<file path="config.mk">
export PLATFORM = sky130hd
export DESIGN_NAME = laser_unit
export DESIGN_NICKNAME = d
export VERILOG_FILES = /design/src/rtl/laser_unit.sv
export SDC_FILE = /design/constraint.sdc
export NUM_CORES = 1
export LEC_CHECK = 0
export ABC_AREA = 1
export CORE_MARGIN = 2
export CORE_UTILIZATION = 35
export DETAILED_ROUTE_END_ITERATION = 12
export GPL_TIMING_DRIVEN = 0
export PLACE_DENSITY = 0.56
export SLEW_MARGIN = 20
export SYNTH_ARGS = -nofsm -noshare
export SYNTH_HDL_FRONTEND = slang
export SYNTH_SLANG_ARGS = --single-unit
</file>
<file path="constraint.sdc">
create_clock -name clk -period 7.27 [get_ports clk]
set_clock_uncertainty 0.15 [all_clocks]
set_input_delay 1.454 -clock clk [delete_from_list [all_inputs] [get_ports clk]]
set_output_delay 1.454 -clock clk [all_outputs]
set_load 0.005 [all_outputs]
</file>
<file path="src/rtl/laser_unit.sv">
// Player laser: launches from the ship nose, climbs once per frame,
// ends on alien hit or top edge, then waits out a fire cooldown.
//
// Ports:
//   clk, reset    system clock, async active-high reset
//   x, y          current pixel column/row from the VGA timing
//   shoot         debounced shoot level
//   enable        play screen active; low clears all state
//   ship_x/ship_y ship left/top edge
//   alien_hit     one-cycle hit pulse from the alien unit
//   laser_x/y     laser top-left corner (registered)
//   laser_active  high while the laser is flying
//   shot_fired    one-cycle pulse on launch
//   laser_color   RGB332 overlay, 0 when not drawing
module laser_unit #(
  parameter int LASER_W         = 2,
  parameter int LASER_H         = 8,
  parameter int SPEED           = 4,
  parameter int SHIP_W          = 16,
  parameter int COOLDOWN_FRAMES = 30,
  parameter logic [7:0] LASER_COLOR = 8'b000_111_00,
  parameter int FRAME_LINE      = 480
) (
  input  logic       clk,
  input  logic       reset,
  input  logic [9:0] x,
  input  logic [9:0] y,
  input  logic       shoot,
  input  logic       enable,
  input  logic [9:0] ship_x,
  input  logic [9:0] ship_y,
  input  logic       alien_hit,
  output logic [9:0] laser_x,
  output logic [9:0] laser_y,
  output logic       laser_active,
  output logic       shot_fired,
  output logic [7:0] laser_color
);

  localparam logic [9:0] NOSE_OFS = 10'(SHIP_W / 2 - LASER_W / 2);
  localparam logic [9:0] LH       = 10'(LASER_H);
  localparam logic [9:0] SPD      = 10'(SPEED);
  localparam logic [7:0] CD       = 8'(COOLDOWN_FRAMES);
  localparam logic [9:0] FL       = 10'(FRAME_LINE);

  typedef enum logic [1:0] {
    IDLE,
    FLY,
    COOL
  } state_t;

  state_t     state, state_n;
  logic [9:0] lx_n, ly_n;
  logic [7:0] count, count_n;
  logic       pending, pending_n;
  logic       active_n, fired_n;
  logic       shoot_q, frame_q;
  logic       at_line, frame_tick, shoot_edge;

  // y sits on the frame line for many clocks; take only the first.
  assign at_line    = (y == FL);
  assign frame_tick = at_line & ~frame_q;
  assign shoot_edge = shoot & ~shoot_q;

  always_ff @(posedge clk or posedge reset) begin
    if (reset) begin
      state        <= IDLE;
      laser_x      <= '0;
      laser_y      <= '0;
      laser_active <= 1'b0;
      shot_fired   <= 1'b0;
      pending      <= 1'b0;
      count        <= '0;
      shoot_q      <= 1'b0;
      frame_q      <= 1'b0;
    end else if (!enable) begin
      state        <= IDLE;
      laser_x      <= '0;
      laser_y      <= '0;
      laser_active <= 1'b0;
      shot_fired   <= 1'b0;
      pending      <= 1'b0;
      count        <= '0;
      shoot_q      <= 1'b0;
      frame_q      <= 1'b0;
    end else begin
      state        <= state_n;
      laser_x      <= lx_n;
      laser_y      <= ly_n;
      laser_active <= active_n;
      shot_fired   <= fired_n;
      pending      <= pending_n;
      count        <= count_n;
      shoot_q      <= shoot;
      frame_q      <= at_line;
    end
  end

  always_comb begin
    state_n   = state;
    lx_n      = laser_x;
    ly_n      = laser_y;
    count_n   = count;
    pending_n = 1'b0;
    fired_n   = 1'b0;
    unique case (state)
      IDLE: begin
        pending_n = pending | shoot_edge;
        if (frame_tick && pending) begin
          state_n   = FLY;
          lx_n      = ship_x + NOSE_OFS;
          ly_n      = (ship_y < LH) ? '0 : ship_y - LH;
          pending_n = 1'b0;
          fired_n   = 1'b1;
        end
      end
      FLY: begin
        // A hit beats a same-cycle move.
        if (alien_hit) begin
          state_n = COOL;
          count_n = CD;
        end else if (frame_tick) begin
          if (laser_y < SPD) begin
            state_n = COOL;
            count_n = CD;
          end else begin
            ly_n = laser_y - SPD;
          end
        end
      end
      COOL: begin
        if (frame_tick) begin
          count_n = count - 8'd1;
          if (count == 8'd1) state_n = IDLE;
        end
      end
      default: state_n = IDLE;
    endcase
    active_n = (state_n == FLY);
  end

  // 11-bit sums keep the right/bottom edge compare from wrapping.
  logic in_x, in_y;
  assign in_x = ({1'b0, x} >= {1'b0, laser_x}) &&
                ({1'b0, x} <  {1'b0, laser_x} + 11'(LASER_W));
  assign in_y = ({1'b0, y} >= {1'b0, laser_y}) &&
                ({1'b0, y} <  {1'b0, laser_y} + 11'(LASER_H));

  assign laser_color = (laser_active && in_x && in_y) ? LASER_COLOR : 8'h00;

endmodule

</file>
==> flow_summary.json, run 1 <==
{
  "synth_cell_types": 39,
  "ys.flop_type": "dfrtp_1",
  "fin_ws_ns": 2.02,
  "outcome": "completed",
  "place_ws_ns": 2.01,
  "path_class": "in2out",
  "layout-drive-gt1-share_pct": 9.12,
  "clk_latency_ns": 0.29,
  "grt-ovfl-total": 0,
  "crit_path_start_kind": "primary input",
  "mostFrequentLayoutCell": "nand2_1",
  "io_pins": 75,
  "die_h_um": 106,
  "wirelength_um": 9130,
  "numClockSinks": 35,
  "portBuffers": 69,
  "drt_iter0_drc": 134,
  "vias": 3465,
  "yosysWarningCount": 0,
  "leakage_nw": 2.23,
  "drc_errors": 0,
  "cp.arrival_ns": 3.65,
  "num_rows": 37,
  "nets": 692,
  "fin_area_um2": 4700,
  "crit_required_ns": 5.67,
  "finalMaxSlewViolations": 0,
  "crit_fanout": 4,
  "crit_path_start": "y[4]",
  "post_dp_cell_area_um2": 4570,
  "routedWlPerCell_um": 12.4,
  "netlist_instances": 521,
  "hold_start": "count[1]$_DFFE_PP0P_",
  "area_growth_pct": 28.0,
  "crit_family": "buffers and inverters",
  "drtAntennaViolNets": 0,
  "drt-pass1-iter-count": 4,
  "hpwlAfterDp_um": 7610,
  "path_clk_slew_ns": 0.08,
  "rsz0062_at_grt": "no",
  "cts_setup_buffers": 0,
  "die_w_um": 106,
  "synth.avg_cell_area_um2": 7.04,
  "pwr_density_cell_nw_per_um2": 126,
  "via_per_inst": 4.69,
  "cp-end-kind": "primary output",
  "cts_tree": "yes",
  "grt_max_degree": 24,
  "hold_violations": 0,
  "grt_pass1_vias": 3340,
  "numCtsBuffers": 5,
  "grt_pass1_wl_um": 15500,
  "cp_num_buf_inv": 3,
  "max-cap-violations": 0,
  "fmax_ghz": 0.190,
  "peakVddDrop_mv": 0.0981,
  "synth_area_um2": 3670,
  "hold_buffers": 0,
  "synth_edf_count": 0,
  "dieArea_um2": 11300,
  "reg2reg_from": "laser_y[3]$_DFFE_PP0P_",
  "root_buffer": "clkbuf_8",
  "finalSetupTns_ns": 0,
  "cts_resized": 0,
  "gp_congestion": 0.876,
  "fin_crit_ns": 5.25,
  "cts_max_path_buffers": 2,
  "grt_usage_pct": 16.8,
  "slowest_delay_ns": 0.50,
  "fin_crit_sh_pct": 72.3,
  "ys_seq_area_share_pct": 23.9,
  "htreeDepth": 2,
  "path_cells": "clkdlybuf4s50_1 > ha_1 > nand2_1 > o21ai_0 > nand2_1 > nand4_1 > nand3_1 > nor2_1 > buf_4 > clkdlybuf4s50_1",
  "synth_seq_cells": 35,
  "hp-class": "reg2reg",
  "final-setup-viol-count": 0,
  "antenna_found_initial": 0,
  "slowest_stage": "clkdlybuf4s50_1",
  "diodes": 0,
  "async_reset_ff_share_pct": 100,
  "coreArea_um2": 10200,
  "layout_common_cells": "nand2_1, clkdlybuf4s50_1, inv_1",
  "start_util_pct": 35.9
}
per-stage QoR:
stage	instances	hold slack (ns)	util, %	power, W
floorplan	525	0.326	-	0.000321
global placement	730	0.345	44.4	0.000386
detailed placement	731	0.357	44.6	0.000389
CTS	739	0.378	45.9	0.000601
global route	739	0.433	45.9	0.000635
finish	739	0.375	45.9	0.000594
power breakdown:
part           leakage [nW]  internal [W]  switching, W
Clock                0.0654      0.000137     0.0000723
Combinational          1.70     0.0000811     0.0000921
Sequential            0.469      0.000202    0.00000971
Total                  2.23      0.000420      0.000174
flip-flops by register name, summed over array words and instances, names as in the netlist:
register	count
laser_x	10
laser_y	10
count	8
state	2
frame_q	1
laser_active	1
pending	1
shoot_q	1
shot_fired	1
per-layer routing:
metal	part of all wire [%]	global-route usage (%)	vias to the layer above
li1	-	-	1841
met1	48	22.4	1550
met2	47	28.4	66
met3	4.6	2.39	8
met4	1.2	4.14	0
met5	0	0	-
synthesized netlist by cell type (2+ instances only):
cell type,n,area [um^2]
nor3_1,7,35.0
nor2_1,53,199
buf_4,7,52.6
nor2_2,6,37.5
a31oi_1,2,12.5
nand3_4,2,35.0
ha_1,45,563
o21ai_0,12,60.1
buf_2,2,10.0
a21oi_1,20,100
nand3b_1,3,22.5
nand3_1,50,250
nor2_4,3,33.8
o21a_1,2,15.0
nand2_1,125,469
nand2_2,6,37.5
dfrtp_1,35,876
o21bai_1,2,15.0
xor2_1,19,166
nor2_8,2,40.0
inv_2,4,15.0
buf_6,3,33.8
xnor2_1,5,43.8
o21ai_1,4,20.0
nand2_4,4,45.0
nand4_1,10,62.6
o22ai_1,10,62.6
inv_1,67,251
worst register-to-register path: cells and delay by family, from the launching register on:
family	cells	cell delay, ns
adder cells (fa/ha/maj)	1	0.28
flip-flops	1	0.44
buffers and inverters	1	0.20
AND/OR/NAND/NOR	8	0.82
cell families after synthesis:
group,after synthesis,share of synthesized area (%)
fa+ha+maj,45,15.3
compound gates,54,8.42
xor+xnor,24,5.73
flops,35,23.9
other cells,1,0.102
simple gates,275,36.0
buf+inv,87,10.5
cell type report:
type                            instances  area, um^2
Buffer                                 13         100
Timing Repair Buffer                   70         711
Inverter                               74         285
Tap cell                              136         170
Multi-Input combinational cell        403        2420
Clock buffer                            6        72.6
Clock inverter                          2        60.1
Sequential cell                        35         876
Fill cell                            1022        5530
final timing paths:
check                                          to  slack, ns  cells past startpoint
setup / recovery                   laser_color[3]       2.02                     10
hold / removal               count[1]$_DFFE_PP0P_       0.37                      2
setup reg to reg             count[3]$_DFFE_PP0P_       5.33                     10
hold reg to reg              count[1]$_DFFE_PP0P_       0.37                      2
min in group asynchronous  laser_x[3]$_DFFE_PP0P_       1.27                      2
max in group asynchronous  laser_y[3]$_DFFE_PP0P_       5.27                      3
No activity file was read; power rests on OpenSTA's default activity.
==> run 2, diff against run 1 <==
==> constraint.sdc (replaced) <==
create_clock -name clk -period 4.9 [get_ports clk]
set_clock_uncertainty 0.15 [all_clocks]
set_input_delay 0.98 -clock clk [delete_from_list [all_inputs] [get_ports clk]]
set_output_delay 0.98 -clock clk [all_outputs]
set_load 0.005 [all_outputs]
==> results of run 2 <==
Same layout as run 1 (identical final DEF). Status: completed.
Main changes from that run: setup slack after placement 2.01 ns -> 0.592 ns; setup slack after layout 2.02 ns -> 0.593 ns; register-to-register setup slack 5.33 ns -> 2.96 ns; total power 0.000594 W -> 0.000882 W; worst IR drop on VDD 0.0981 mV -> 0.145 mV
==> run 3, diff against run 2 <==
--- a/config.mk
+++ b/config.mk
@@ -10,6 +10,7 @@
 export CORE_UTILIZATION = 35
 export DETAILED_ROUTE_END_ITERATION = 12
 export GPL_TIMING_DRIVEN = 0
+export HOLD_SLACK_MARGIN = 0.05
 export PLACE_DENSITY = 0.56
 export SLEW_MARGIN = 20
 export SYNTH_ARGS = -nofsm -noshare
==> results of run 3 <==
Same layout as run 1 (identical final DEF). Status: completed.
Main changes from that run: setup slack after placement 2.01 ns -> 0.592 ns; setup slack after layout 2.02 ns -> 0.593 ns; register-to-register setup slack 5.33 ns -> 2.96 ns; total power 0.000594 W -> 0.000882 W; worst IR drop on VDD 0.0981 mV -> 0.145 mV
